<file path="src/rtl/clic_target_mt.sv">
// Multi-target CLIC arbiter: per-target max-tree selection over routed sources,
// priority threshold, and an independent valid/ready/kill handshake per target.
module clic_target_mt #(
    parameter int unsigned N_SOURCE  = 64,
    parameter int unsigned N_TARGET  = 2,
    parameter int unsigned N_PIPE    = 1,
    parameter int unsigned PrioWidth = 8,
    parameter int unsigned ModeWidth = 2,
    parameter int unsigned SrcWidth  = $clog2(N_SOURCE),
    parameter int unsigned TgtWidth  = (N_TARGET > 1) ? $clog2(N_TARGET) : 1
) (
    input  logic                                 clk_i,
    input  logic                                 rst_ni,
    input  logic [N_SOURCE-1:0]                  ip_i,
    input  logic [N_SOURCE-1:0]                  ie_i,
    input  logic [N_SOURCE-1:0]                  le_i,
    input  logic [N_SOURCE-1:0]                  shv_i,
    input  logic [N_SOURCE-1:0][PrioWidth-1:0]   prio_i,
    input  logic [N_SOURCE-1:0][ModeWidth-1:0]   mode_i,
    input  logic [N_SOURCE-1:0][TgtWidth-1:0]    target_i,
    input  logic [N_TARGET-1:0][PrioWidth-1:0]   thresh_i,
    output logic [N_SOURCE-1:0]                  claim_o,
    output logic [N_TARGET-1:0]                  irq_valid_o,
    input  logic [N_TARGET-1:0]                  irq_ready_i,
    output logic [N_TARGET-1:0][SrcWidth-1:0]    irq_id_o,
    output logic [N_TARGET-1:0][PrioWidth-1:0]   irq_prio_o,
    output logic [N_TARGET-1:0][ModeWidth-1:0]   irq_mode_o,
    output logic [N_TARGET-1:0]                  irq_shv_o,
    output logic [N_TARGET-1:0]                  irq_kill_req_o,
    input  logic [N_TARGET-1:0]                  irq_kill_ack_i
);

    localparam int unsigned KeyWidth  = ModeWidth + PrioWidth;
    localparam int unsigned NumLeaves = 1 << SrcWidth;
    localparam int unsigned NumNodes  = 2 * NumLeaves - 1;

    typedef enum logic [1:0] {
        StIdle,
        StAck,
        StClaim
    } state_e;

    // Heap-ordered tree nodes per target: node 0 is the root, leaves start at NumLeaves-1.
    logic [N_TARGET-1:0][NumNodes-1:0]               node_valid;
    logic [N_TARGET-1:0][NumNodes-1:0][SrcWidth-1:0] node_id;
    logic [N_TARGET-1:0][NumNodes-1:0][KeyWidth-1:0] node_key;

    logic [N_TARGET-1:0]               tree_valid;
    logic [N_TARGET-1:0][SrcWidth-1:0] tree_id;
    logic [N_TARGET-1:0][KeyWidth-1:0] tree_key;

    logic [N_TARGET-1:0]               root_valid;
    logic [N_TARGET-1:0][SrcWidth-1:0] root_id;
    logic [N_TARGET-1:0][KeyWidth-1:0] root_key;

    state_e                             state_q [N_TARGET];
    state_e                             state_d [N_TARGET];
    logic [N_TARGET-1:0]                valid_q, valid_d;
    logic [N_TARGET-1:0]                kill_q, kill_d;
    logic [N_TARGET-1:0]                shv_q, shv_d;
    logic [N_TARGET-1:0][SrcWidth-1:0]  id_q, id_d;
    logic [N_TARGET-1:0][PrioWidth-1:0] prio_q, prio_d;
    logic [N_TARGET-1:0][ModeWidth-1:0] mode_q, mode_d;

    logic [N_TARGET-1:0]                withdraw;
    logic [N_TARGET-1:0][KeyWidth-1:0]  lat_key;

    // Max-tree per target; ties keep the left (lower-id) child.
    always_comb begin
        node_valid = '0;
        node_id    = '0;
        node_key   = '0;
        tree_valid = '0;
        tree_id    = '0;
        tree_key   = '0;
        for (int unsigned t = 0; t < N_TARGET; t++) begin
            for (int unsigned s = 0; s < N_SOURCE; s++) begin
                node_valid[t][NumLeaves-1+s] = ip_i[s] & ie_i[s]
                                             & (target_i[s] == TgtWidth'(t))
                                             & (prio_i[s] > thresh_i[t]);
                node_id[t][NumLeaves-1+s]    = SrcWidth'(s);
                node_key[t][NumLeaves-1+s]   = {mode_i[s], prio_i[s]};
            end
            for (int n = int'(NumLeaves) - 2; n >= 0; n--) begin
                if (node_valid[t][2*n+1] &
                    (~node_valid[t][2*n+2] | (node_key[t][2*n+1] >= node_key[t][2*n+2]))) begin
                    node_valid[t][n] = node_valid[t][2*n+1];
                    node_id[t][n]    = node_id[t][2*n+1];
                    node_key[t][n]   = node_key[t][2*n+1];
                end else begin
                    node_valid[t][n] = node_valid[t][2*n+2];
                    node_id[t][n]    = node_id[t][2*n+2];
                    node_key[t][n]   = node_key[t][2*n+2];
                end
            end
            tree_valid[t] = node_valid[t][0];
            tree_id[t]    = node_id[t][0];
            tree_key[t]   = node_key[t][0];
        end
    end

    if (N_PIPE != 0) begin : g_pipe
        // Root register stage between the max-trees and the handshake FSMs.
        always_ff @(posedge clk_i or negedge rst_ni) begin
            if (!rst_ni) begin
                root_valid <= '0;
                root_id    <= '0;
                root_key   <= '0;
            end else begin
                root_valid <= tree_valid;
                root_id    <= tree_id;
                root_key   <= tree_key;
            end
        end
    end else begin : g_no_pipe
        assign root_valid = tree_valid;
        assign root_id    = tree_id;
        assign root_key   = tree_key;
    end

    // Withdraw condition and latched rank of the offered source, per target.
    always_comb begin
        withdraw = '0;
        lat_key  = '0;
        for (int unsigned t = 0; t < N_TARGET; t++) begin
            withdraw[t] = (~le_i[id_q[t]] & (~ip_i[id_q[t]] | ~ie_i[id_q[t]]))
                        | (target_i[id_q[t]] != TgtWidth'(t));
            lat_key[t]  = {mode_q[t], prio_q[t]};
        end
    end

    // Handshake FSMs: next state and next registered outputs.
    always_comb begin
        state_d = state_q;
        valid_d = valid_q;
        kill_d  = kill_q;
        shv_d   = shv_q;
        id_d    = id_q;
        prio_d  = prio_q;
        mode_d  = mode_q;
        for (int unsigned t = 0; t < N_TARGET; t++) begin
            case (state_q[t])
                StIdle: begin
                    if (root_valid[t]) begin
                        state_d[t] = StAck;
                        valid_d[t] = 1'b1;
                        kill_d[t]  = 1'b0;
                        id_d[t]    = root_id[t];
                        prio_d[t]  = root_key[t][PrioWidth-1:0];
                        mode_d[t]  = root_key[t][KeyWidth-1:PrioWidth];
                        shv_d[t]   = shv_i[root_id[t]];
                    end else begin
                        valid_d[t] = 1'b0;
                        kill_d[t]  = 1'b0;
                        id_d[t]    = '0;
                        prio_d[t]  = '0;
                        mode_d[t]  = '0;
                        shv_d[t]   = 1'b0;
                    end
                end
                StAck: begin
                    if (withdraw[t]) begin
                        state_d[t] = StIdle;
                        valid_d[t] = 1'b0;
                        kill_d[t]  = 1'b0;
                    end else if (valid_q[t] & irq_ready_i[t]) begin
                        // Accept wins over a same-cycle kill acknowledge.
                        state_d[t] = StClaim;
                        valid_d[t] = 1'b0;
                        kill_d[t]  = 1'b0;
                    end else if (kill_q[t] & irq_kill_ack_i[t]) begin
                        state_d[t] = StIdle;
                        valid_d[t] = 1'b0;
                        kill_d[t]  = 1'b0;
                    end else if (root_valid[t] & (root_key[t] > lat_key[t])) begin
                        kill_d[t] = 1'b1;
                    end
                end
                StClaim: begin
                    state_d[t] = StIdle;
                end
                default: begin
                    state_d[t] = StIdle;
                    valid_d[t] = 1'b0;
                    kill_d[t]  = 1'b0;
                end
            endcase
        end
    end

    // State and output registers.
    always_ff @(posedge clk_i or negedge rst_ni) begin
        if (!rst_ni) begin
            for (int unsigned t = 0; t < N_TARGET; t++) begin
                state_q[t] <= StIdle;
            end
            valid_q <= '0;
            kill_q  <= '0;
            shv_q   <= '0;
            id_q    <= '0;
            prio_q  <= '0;
            mode_q  <= '0;
        end else begin
            state_q <= state_d;
            valid_q <= valid_d;
            kill_q  <= kill_d;
            shv_q   <= shv_d;
            id_q    <= id_d;
            prio_q  <= prio_d;
            mode_q  <= mode_d;
        end
    end

    // One-cycle claim pulse per target in CLAIM, merged across targets.
    always_comb begin
        claim_o = '0;
        for (int unsigned t = 0; t < N_TARGET; t++) begin
            if (state_q[t] == StClaim) begin
                claim_o[id_q[t]] = 1'b1;
            end
        end
    end

    assign irq_valid_o    = valid_q;
    assign irq_kill_req_o = kill_q;
    assign irq_id_o       = id_q;
    assign irq_prio_o     = prio_q;
    assign irq_mode_o     = mode_q;
    assign irq_shv_o      = shv_q;

endmodule

</file>
<file path="config.mk">
export PLATFORM = sky130hd
export DESIGN_NAME = clic_target_mt
export DESIGN_NICKNAME = d
export VERILOG_FILES = /design/src/rtl/clic_target_mt.sv
export SDC_FILE = /design/constraint.sdc
export NUM_CORES = 2
export LEC_CHECK = 0
export ABC_CLOCK_PERIOD_IN_PS = 7700
export CORE_MARGIN = 2
export CORE_UTILIZATION = 40
export DETAILED_ROUTE_END_ITERATION = 10
export DONT_BUFFER_PORTS = 1
export GPL_TIMING_DRIVEN = 0
export RECOVER_POWER = 25
export REMOVE_ABC_BUFFERS = 1
export SLEW_MARGIN = 10
export SYNTH_ARGS = -nofsm -noshare
export SYNTH_HDL_FRONTEND = slang
export SYNTH_SLANG_ARGS = --single-unit
</file>
<file path="constraint.sdc">
create_clock -name clk_i -period 7.7 [get_ports clk_i]
set_clock_uncertainty 0.15 [all_clocks]
set_input_delay 0.77 -clock clk_i [delete_from_list [all_inputs] [get_ports clk_i]]
set_output_delay 0.77 -clock clk_i [all_outputs]
set_load 0.05 [all_outputs]
</file>
==> out/qor.log <==
INFO  run_status     run_status=finished with violations
INFO  run_status     violations_in_the_final_reports=capacitance limit, slew limit, setup timing
INFO  timing         max_clock_freq=0.0816GHz
INFO  grt            globalRoute.totalOverflow=0
INFO  clock_network  cts_inserted_buffers=9
INFO  timing         timing_max_transition_violations_final=77
INFO  yosys          seq_area_frac_synth=2.72%
INFO  place          placedCellCount=10812
INFO  clock_network  cts_tree=yes
INFO  grt            grt_util_all_layers=47.4%
INFO  place          port_buffers=0
INFO  yosys          ys.warnings.count=0
INFO  hold_path      hold_path_class=input port to flop
INFO  floorplanning  floorplan.die.width=422um
INFO  detailed_routing post-route-drc-count=0
INFO  clock_network  cts_buffer_depth=2
INFO  timing         setup_ws=-4.56ns
INFO  yosys          yosys_register_bits=76
INFO  floorplanning  row_count=153
INFO  detailed_routing post_drt_via_cell_ratio=6.97
INFO  floorplanning  die_area=178000um2
INFO  floorplanning  initial_utilization=40.2%
INFO  timing         timing.max_slew.rel_slack=-200%
INFO  yosys          mappedNetlistArea=69900um2
INFO  setup_path     r2r_slack=1.89ns
INFO  timing         setup_repair_after_global_routing_missed_its_margin=true
INFO  detailed_routing finalWirelength=450000um
INFO  yosys          synth_cells=8662
INFO  clock_network  cts.sink_count=76
INFO  timing         timing.final.crit_share=159%
INFO  setup_path     crit_fanout=7
INFO  grt            global_route_wire_length_before_repair=603000um
INFO  yosys          synthDistinctLibCells=108
INFO  setup_path     criticalPathCategory=input port to flop
INFO  timing         layout_min_cycle_time=12.26ns
INFO  detailed_routing drtIter0Drc=9787
INFO  finish         post_layout_nonfiller_instances=11833
INFO  detailed_routing avgRoutedWirePerCell=38.0um
INFO  finish         syn2layout_area_growth=29.3%
INFO  grt            pin_count_of_the_biggest_net_entering_global_routing=77
INFO  timing         tightestPinTransition=4.50ns
INFO  yosys          post_synth_edffs=0
INFO  place          hpwl_reported_at_the_end_of_detailed_placement=317000um
INFO  detailed_routing route.antenna.remaining_nets=0
INFO  timing         hold_violations=0
INFO  setup_path     worst_ep_arrival_time=12.34ns
INFO  pwr            power.density=154nW/um2
INFO  grt            via_count_of_the_first_global_routing_pass=78369
INFO  finish         utilization=52.0%
INFO  setup_path     critical_path_slowest_stage_cell=o31a_4
INFO  pwr            leakagePower=0.0432uW
INFO  yosys          syn_avg_cell_area=8.07um2
INFO  yosys          synthFlopType=dfrtp_1
INFO  clock_network  clkSlewWorstSetupHoldPaths=0.07ns
INFO  job            timing.max_cap.violations=1
INFO  floorplanning  fp.coreArea=174000um2
INFO  setup_path     kind_of_end_point_of_the_critical_path=flop
INFO  detailed_routing drt_pre_antenna_iters=8
INFO  timing         report.final.setup_viol=32
INFO  setup_path     startpoint_type=input port
INFO  timing         hold-worst-slack=0.375ns
INFO  floorplanning  dieHeight=422um
INFO  yosys          ys_async_sr_fraction=100%
INFO  clock_network  h-tree-depth=3
INFO  clock_network  clkLatencyLatePin=0.36ns
INFO  pwr            power.ir.vdd_worst=0.182mV
INFO  floorplanning  top_level_ports=1084
INFO  detailed_routing routed-via-count=82476
INFO  finish         final_nets=12385
INFO  setup_path     worst-endpoint-required=7.78ns
INFO  finish         fillerInstances=15960
INFO  setup_path     crit_path_max_incr_delay=0.46ns
INFO  clock_network  clock_tree.root_cell=clkbuf_16
INFO  setup_path     critical_path.most_common_cell=a21oi_2
INFO  place          gp_congestion=1.05
INFO  finish         final_layout_size_suffix_gt1_share=24.7%
INFO  grt            number_of_antenna_violations_at_the_first_check_in_global_routing=51
-- critical path, delay by kind of cell --
| family | cells | cell delay (ns) |
|---|---|---|
| AOI/OAI and AO/OA | 35 | 6.47 |
| buffers and inverters | 12 | 1.54 |
| adders and majority gates | 6 | 1.53 |
| muxes | 4 | 1.06 |
| and+or+nand+nor | 7 | 0.88 |
-- stage by stage --
| step | setup slack (ns) | total power, uW | area, um2 | setup TNS (ns) |
|---|---|---|---|---|
| 6_report | -4.56 | 13900 | 90400 | -139.64 |
| 5_1_grt | -4.87 | 14400 | 90300 | -148.94 |
| 4_1_cts | -4.16 | 12900 | 87000 | -123.23 |
| 3_5_place_dp | -9.00 | 10900 | 73200 | -275.59 |
| 3_3_place_gp | -14.17 | 10200 | 71500 | -484.91 |
| 2_1_floorplan | -7.22 | 6670 | 68600 | -222.49 |
-- cells in the mapped netlist (19+ instances only) --
| cell type | count | area, um2 |
|---|---|---|
| a21o_1 | 128 | 961 |
| and4_1 | 19 | 166 |
| or3_1 | 20 | 125 |
| a2111oi_0 | 30 | 263 |
| a31oi_1 | 111 | 694 |
| nor4_1 | 20 | 125 |
| mux2_2 | 194 | 2180 |
| buf_4 | 36 | 270 |
| o21ai_1 | 31 | 155 |
| nor3_1 | 57 | 285 |
| mux4_2 | 49 | 1100 |
| a221oi_1 | 42 | 368 |
| clkbuf_1 | 80 | 300 |
| buf_2 | 116 | 581 |
| o21ai_0 | 359 | 1800 |
| nand4_1 | 255 | 1600 |
| ha_1 | 1984 | 24800 |
| o221ai_1 | 21 | 184 |
| o21a_1 | 123 | 923 |
| nand3b_1 | 25 | 188 |
| a21oi_1 | 610 | 3050 |
| mux2i_1 | 976 | 9770 |
| o31ai_1 | 35 | 263 |
| nand2_1 | 448 | 1680 |
| nor2b_1 | 152 | 951 |
| o2111a_1 | 22 | 248 |
| nand2b_1 | 93 | 582 |
| a22o_1 | 42 | 368 |
| o21bai_1 | 36 | 270 |
| inv_1 | 980 | 3680 |
| o22a_1 | 24 | 210 |
| o2111ai_1 | 37 | 324 |
| a41oi_1 | 28 | 245 |
| a211oi_1 | 151 | 1130 |
| a211o_1 | 34 | 298 |
| dfrtp_1 | 76 | 1900 |
| a2bb2oi_1 | 24 | 210 |
| o22ai_1 | 158 | 988 |
| nor2_1 | 327 | 1230 |
| a22oi_1 | 102 | 766 |
| o211ai_1 | 113 | 848 |
| nand3_1 | 190 | 951 |
| o31a_1 | 20 | 175 |
-- where the power goes --
group / switching (uW) / total (uW) / internal [uW] / leakage (uW)
clock network: 201 / 465 / 264 / 0.000151
registers: 969 / 1560 / 592 / 0.000877
logic: 7130 / 11900 / 4780 / 0.0422
total: 8300 / 13900 / 5640 / 0.0432
-- area by class of cell --
cell class | count | area, um2 | area share (%)
Inverter | 983 | 4000 | 4.42
Antenna cell | 84 | 210 | 0.233
Timing Repair inverter | 20 | 223 | 0.246
Timing Repair Buffer | 959 | 10400 | 11.6
Clock inverter | 6 | 71.3 | 0.0789
Sequential cell | 76 | 1920 | 2.12
Multi-Input combinational cell | 7370 | 70400 | 77.9
Clock buffer | 10 | 239 | 0.264
Tap cell | 2325 | 2910 | 3.22
-- placed cells by master, fill, tap and decap left out, drive strengths merged, types with 152 or more instances in the layout --
cell type / n
ha: 1984
inv: 994
mux2i: 979
buf: 954
a21oi: 619
nand2: 450
o21ai: 392
nor2: 331
nand4: 255
mux2: 197
nand3: 193
o22ai: 158
nor2b: 152
-- final timing paths --
kind / from / end / cells past startpoint
max: thresh_i[1] / root_id[2] / 64
max reg2reg: irq_id_o[2] / irq_valid_o[0] / 11
min: irq_ready_i[0] / state_q[3] / 2
min in group asynchronous: rst_ni / irq_id_o[8] / 1
min reg2reg: root_key[13] / irq_prio_o[11] / 2
max in group asynchronous: rst_ni / irq_id_o[0] / 1
-- registers in the layout, indices dropped and copies added, names as in the netlist --
signal / cells
irq_prio_o: 16
irq_shv_o: 2
root_valid: 2
root_key: 20
root_id: 12
irq_kill_req_o: 2
irq_id_o: 12
state_q: 4
irq_mode_o: 4
irq_valid_o: 2
-- what timing repair did --
item / CTS / global route
buffers inserted: 698 / 143
setup endpoints to repair: 32 / 32
pin swaps: 311 / 202
hold buffers: 1 / 0
resized for setup: 1185 / 388
endpoints found under the hold margin: 76 / 0
gates cloned: 76 / 5
-- cell families (layout without fill, tap and decap cells) --
logic type	after synthesis	after routing	synth area share [%]
adder cells (fa/ha/maj)	1984	1984	35.5
buffers and inverters	1233	1978	7.11
other	0	84	0
multiplexers	1225	1225	18.8
AND/OR/NAND/NOR	1712	1714	12.4
flip-flops	76	76	2.72
AO/OA/AOI/OAI	2432	2447	23.4
-- layer usage --
metal  track usage, %  vias to the layer above  share of wire, %
met3             19.1                     2057                14
met1             53.1                    39283                35
met5                0                        -             0.091
met4             46.5                       32                13
li1                 -                    34847                 -
met2             67.1                     6257                39
Power figures use the tool's default switching activity.
